### src/rtl/uart_pkg.sv
// uart_pkg: shared receiver states, default bit period and counter sizing helper
package uart_pkg;
    typedef enum logic [2:0] {IDLE, START, DATA, STOP, WAIT_IDLE} state_t;
    localparam int CLKS_PER_BIT_DEF = 16;
    function automatic int cnt_w(input int p);
        return $clog2(p);
    endfunction
endpackage

### src/rtl/uart_rx_framer_if.sv
// uart_rx_framer_if: received-word write port toward the fifo plus frame status
interface uart_rx_framer_if #(parameter int M = 8);
    logic         wr;
    logic [M-1:0] din;
    logic         frame_err;
    logic         busy;
    modport master(output wr, din, frame_err, busy);
    modport slave(input wr, din, frame_err, busy);
endinterface

### src/rtl/sync_2ff.sv
// sync_2ff: two-flop synchronizer for one async input, resets to the idle-high level
module sync_2ff (
    input  logic clk,
    input  logic rst,
    input  logic d,
    output logic q
);
    logic m;
    always_ff @(posedge clk or negedge rst)
        if (!rst) {q, m} <= 2'b11;
        else      {q, m} <= {m, d};
endmodule

### src/rtl/uart_rx_framer.sv
// uart_rx_framer: oversampling UART receiver emitting one fifo write per good frame
module uart_rx_framer
    import uart_pkg::*;
#(
    parameter int M            = 8,
    parameter int CLKS_PER_BIT = CLKS_PER_BIT_DEF
) (
    input  logic              clk,
    input  logic              rst,
    input  logic              rx_in,
    uart_rx_framer_if.master  bus
);
    localparam int CW = cnt_w(CLKS_PER_BIT);
    localparam int IW = $clog2(M + 1);
    localparam logic [CW-1:0] HALF_END = CW'(CLKS_PER_BIT / 2 - 1);
    localparam logic [CW-1:0] BIT_END  = CW'(CLKS_PER_BIT - 1);
    localparam logic [IW-1:0] LAST_BIT = IW'(M - 1);

    state_t        state, state_n;
    logic [CW-1:0] cnt, cnt_n;
    logic [IW-1:0] idx, idx_n;
    logic [M-1:0]  sh, sh_n, din, din_n;
    logic          wr, wr_n, err, err_n, busy, busy_n, rx_s;

    sync_2ff u_sync (.clk(clk), .rst(rst), .d(rx_in), .q(rx_s));

    always_ff @(posedge clk or negedge rst)
        if (!rst) begin
            state <= IDLE;
            cnt   <= '0;
            idx   <= '0;
            sh    <= '0;
            din   <= '0;
            wr    <= 1'b0;
            err   <= 1'b0;
            busy  <= 1'b0;
        end else begin
            state <= state_n;
            cnt   <= cnt_n;
            idx   <= idx_n;
            sh    <= sh_n;
            din   <= din_n;
            wr    <= wr_n;
            err   <= err_n;
            busy  <= busy_n;
        end

    always_comb begin
        state_n = state;
        cnt_n   = cnt + 1'b1;
        idx_n   = idx;
        sh_n    = sh;
        din_n   = din;
        wr_n    = 1'b0;
        err_n   = 1'b0;
        busy_n  = busy;
        case (state)
            IDLE: begin
                cnt_n = '0;
                if (!rx_s) begin
                    state_n = START;
                    busy_n  = 1'b1;
                end
            end
            START: if (cnt == HALF_END) begin
                cnt_n   = '0;
                idx_n   = '0;
                state_n = rx_s ? IDLE : DATA;
                busy_n  = !rx_s;
            end
            // LSB arrives first, so right shifts leave it at bit 0 after M samples
            DATA: if (cnt == BIT_END) begin
                cnt_n   = '0;
                sh_n    = {rx_s, sh[M-1:1]};
                idx_n   = idx + 1'b1;
                state_n = (idx == LAST_BIT) ? STOP : DATA;
            end
            STOP: if (cnt == BIT_END) begin
                cnt_n   = '0;
                din_n   = rx_s ? sh : din;
                wr_n    = rx_s;
                err_n   = !rx_s;
                busy_n  = !rx_s;
                state_n = rx_s ? IDLE : WAIT_IDLE;
            end
            WAIT_IDLE: begin
                cnt_n = '0;
                if (rx_s) begin
                    state_n = IDLE;
                    busy_n  = 1'b0;
                end
            end
            default: state_n = IDLE;
        endcase
    end

    assign bus.wr        = wr;
    assign bus.din       = din;
    assign bus.frame_err = err;
    assign bus.busy      = busy;
endmodule
### src/flat_wrapper.sv
// flat-port wrapper written by rule: the top's interface ports become plain ports
module uart_rx_framer_flat import uart_pkg::*;
#(
    parameter int M            = 8,
    parameter int CLKS_PER_BIT = CLKS_PER_BIT_DEF
)
  (clk, rst, rx_in, bus_wr, bus_din, bus_frame_err, bus_busy);
  uart_rx_framer_if #(.M(M)) bus_i ();
  input  logic clk;
  input  logic rst;
  input  logic rx_in;
  output wire logic [$bits(bus_i.wr)-1:0] bus_wr;
  output wire logic [$bits(bus_i.din)-1:0] bus_din;
  output wire logic [$bits(bus_i.frame_err)-1:0] bus_frame_err;
  output wire logic [$bits(bus_i.busy)-1:0] bus_busy;
  assign bus_wr = bus_i.wr;
  assign bus_din = bus_i.din;
  assign bus_frame_err = bus_i.frame_err;
  assign bus_busy = bus_i.busy;
  uart_rx_framer #(.M(M), .CLKS_PER_BIT(CLKS_PER_BIT)) u_core (.clk(clk), .rst(rst), .rx_in(rx_in), .bus(bus_i));
endmodule
### config.mk
export PLATFORM = sky130hd
export DESIGN_NAME = uart_rx_framer_flat
export DESIGN_NICKNAME = d
export VERILOG_FILES = /design/src/rtl/uart_pkg.sv /design/src/rtl/uart_rx_framer_if.sv /design/src/rtl/sync_2ff.sv /design/src/rtl/uart_rx_framer.sv /design/src/flat_wrapper.sv
export SDC_FILE = /design/constraint.sdc
export NUM_CORES = 1
export LEC_CHECK = 0
export ABC_AREA = 1
export ABC_CLOCK_PERIOD_IN_PS = 1750
export BUFFER_PORTS_ARGS = -buffer_cell sky130_fd_sc_hd__buf_2
export CAP_MARGIN = 20
export CORE_MARGIN = 3
export CORE_UTILIZATION = 46
export DETAILED_ROUTE_END_ITERATION = 7
export PLACE_DENSITY = 0.69
export SLEW_MARGIN = 20
export SYNTH_ARGS = -nofsm -noshare
export SYNTH_HDL_FRONTEND = slang
export SYNTH_SLANG_ARGS = --single-unit
### constraint.sdc
create_clock -name clk -period 1.75 [get_ports clk]
set_input_delay 0.175 -clock clk [delete_from_list [all_inputs] [get_ports clk]]
set_output_delay 0.175 -clock clk [all_outputs]
set_load 0.01 [all_outputs]
==> impl_metrics.py <==
metrics = {
    "layout": {
        "drive_gt1_frac": 0.260,
        "area_growth_syn_to_layout_pct": 11.8,
        "fin_nets": 185,
        "multiInputGateArea_um2": 584,
        "register_area_um2": 803,
        "fill_cells": 285,
        "antennaDiodeCount": 0,
    },
    "drt": {
        "drc": 0,
        "vias": 1092,
        "routedWlPerCell_um": 11.2,
        "vias_per_cell": 4.85,
        "wl_um": 2520,
        "dr.first_iter.drc_count": 72,
        "drtPass1Iterations": 4,
        "ant_nets": 0,
    },
    "critical_path": {
        "r2r_cells": 8,
        "cp.required_ns": 1.95,
        "rrSetupSlack_ns": 0.18,
        "startpoint_type": "flip-flop",
        "regToRegStartpoint": "u_core.cnt[0]",
        "crit_arrival_ns": 1.77,
        "endpoint_kind": "flip-flop",
        "criticalPathCategory": "flip-flop to flip-flop",
        "crit_fanout": 18,
        "r2r-end": "u_core.idx[3]",
    },
    "floorplanning": {
        "row_count": 20,
        "core_mm2": 0.00308,
        "start_util": 0.484,
        "die_area_mm2": 0.00396,
        "die_height_um": 62.9,
        "chipWidth_um": 62.9,
        "io-pin-count": 14,
    },
    "timing": {
        "fin_crit_sh": 0.898,
        "final_hold_viol_count": 0,
        "tightest_slew_ns": 0.677,
        "min_period_ns": 1.57,
        "drv_slew": 0,
        "tns_ns": 0,
        "rsz0062_at_grt": "no",
        "fmax_ghz": 0.636,
        "finalWorstSetupSlack_ns": 0.179,
        "setup_viol": 0,
        "skew_ns": 0.00223,
        "max_slew_margin": 0.549,
    },
    "synth": {
        "yosysTopAreaCell": "dfrtp_1",
        "syn_inst": 160,
        "synth_cell_types": 25,
        "yosys-top-cells-count": "nand2_1 (42), dfrtp_1 (30), inv_1 (19)",
        "ys_ff_latch": 32,
        "ys_warn_count": 0,
        "synthTopCellsByArea": "dfrtp_1 (50%), nand2_1 (11%), o21ai_2 (9.4%)",
        "synth_area_mm2": 0.00149,
        "synth-edff-count": 0,
        "syn-mean-instance-area_um2": 9.31,
        "netlist.area_leader.share": 0.504,
        "async_reset_ff_frac": 1.00,
        "synth_fp_nets": 165,
        "synth_ff_type": "dfrtp_1",
        "yosys.cell_count.top_type": "nand2_1",
        "ys_seq_area_frac": 0.539,
    },
    "place": {
        "port_buffers": 13,
        "finalWeightedCongestion": 0.954,
        "hpwl_um": 1890,
        "dp_slack_ns": 0.220,
    },
    "clock_tree": {
        "clock-sinks": 32,
        "cts.clk_slew.worst_paths_ns": 0.09,
        "cts_buffers": 5,
        "h-tree-depth": 2,
        "clk_latency_ns": 0.32,
        "clockRootBuffer": "clkbuf_4",
        "clk_path_buf_depth": 2,
        "cts_tree": "built",
    },
    "global_routing": {
        "grt_pass1_vias": 1112,
        "grt_max_degree": 33,
        "track_usage": 0.153,
        "antenna_found_initial": 0,
        "grt_pass1_wl_um": 4820,
        "grt_overflow": 0,
    },
    "hold_path": {
        "min_delay_path_depth": 0,
        "worstHoldStart": "u_core.u_sync.m",
        "min-delay-path-class": "flip-flop to flip-flop",
        "min_to": "u_core.u_sync.q",
    },
    "power": {
        "power-per-cell-area_mw_per_mm2": 1220,
        "power.static_leakage_nw": 0.851,
        "ir_drop_v": 0.000651,
    },
    "job": {
        "max-cap-violations": 0,
    },
    "outcome": {
        "outcome": "completed",
    },
}
## per-stage QoR
step           total power, W  cell area (um^2)   util  hold WS [ns]  std cells
2_1_floorplan         0.00148              1490      -        -0.121        160
5_1_grt               0.00223              1670  0.541         0.366        225
3_5_place_dp          0.00163              1590  0.515         0.257        215
4_1_cts               0.00206              1670  0.541         0.360        225
3_3_place_gp          0.00159              1590  0.515         0.256        215
6_report              0.00204              1670  0.541         0.359        225
## layer usage
layer | GRT usage | vias up | part of all wire
li1 | - | 550 | -
met1 | 0.192 | 514 | 0.44
met2 | 0.240 | 26 | 0.50
met3 | 0.0612 | 2 | 0.054
met4 | 0.0468 | 0 | 0.0048
met5 | 0 | - | 0
## where the power goes
group	internal, W	switching, W	total, W	leakage, nW
registers	0.000862	0.000119	0.000980	0.423
clock network	0.000198	0.000225	0.000424	0.0326
logic	0.000231	0.000402	0.000634	0.395
## sequential cells by signal (all words and copies together), names as in the netlist, 3 cells and up
name / count
u_core.bus.din: 8
u_core.cnt: 4
u_core.idx: 4
u_core.sh: 8
u_core.state: 3
## worst max-delay path by stage
stage | startpoint | endpoint | slack, ns | cells past startpoint
after CTS | u_core.cnt[0] | u_core.idx[3] | 0.18 | 8
after floorplan | u_core.cnt[0] | u_core.bus.din[2] | 0.41 | 7
after detailed placement | u_core.cnt[0] | u_core.idx[3] | 0.22 | 8
final | u_core.cnt[0] | u_core.idx[3] | 0.18 | 8
after global routing | u_core.cnt[0] | u_core.idx[2] | 0.009 | 8
after global placement | u_core.cnt[0] | u_core.idx[3] | 0.28 | 8
## final cells by class
cell class              count  share of cell area
well taps                  44              0.0331
clock buffers               8              0.0353
multi-input cells         105               0.351
repair buffers             15              0.0511
inverters                  21              0.0473
flip-flops and latches     32               0.482
## cell families (layout without fill, tap and decap cells)
| group | after synthesis | count (layout) | synth area share |
|---|---|---|---|
| AND/OR/NAND/NOR | 77 | 77 | 0.241 |
| flip-flops | 32 | 32 | 0.539 |
| buffers and inverters | 23 | 44 | 0.0681 |
| XOR/XNOR | 1 | 1 | 0.00588 |
| AO/OA/AOI/OAI | 25 | 25 | 0.129 |
| adder cells (fa/ha/maj) | 2 | 2 | 0.0168 |
## layout by cell type, fill, tap and decap left out, types with 3 or more instances in the layout
cell / count
nor2_1: 15
inv_1: 19
nand3_1: 8
clkbuf_4: 5
buf_2: 13
o21ai_0: 3
o21ai_2: 16
dfrtp_1: 30
nand2_1: 42
## critical path, stage by stage (launching register included)
cell     delay [ns]
dfrtp_1        0.39
ha_1           0.23
nand3_2        0.14
inv_1          0.17
nand2_4        0.17
nand2_2        0.13
nand2_2        0.08
nand2_1        0.07
o21ai_1        0.06
## what timing repair did
| action | CTS | global route |
|---|---|---|
| gates resized for setup | 0 | 0 |
| buffers inserted | 0 | 0 |
| hold buffers | 2 | 0 |
| hold endpoints to repair | 31 | 0 |
No activity file was read; power rests on OpenSTA's default activity.
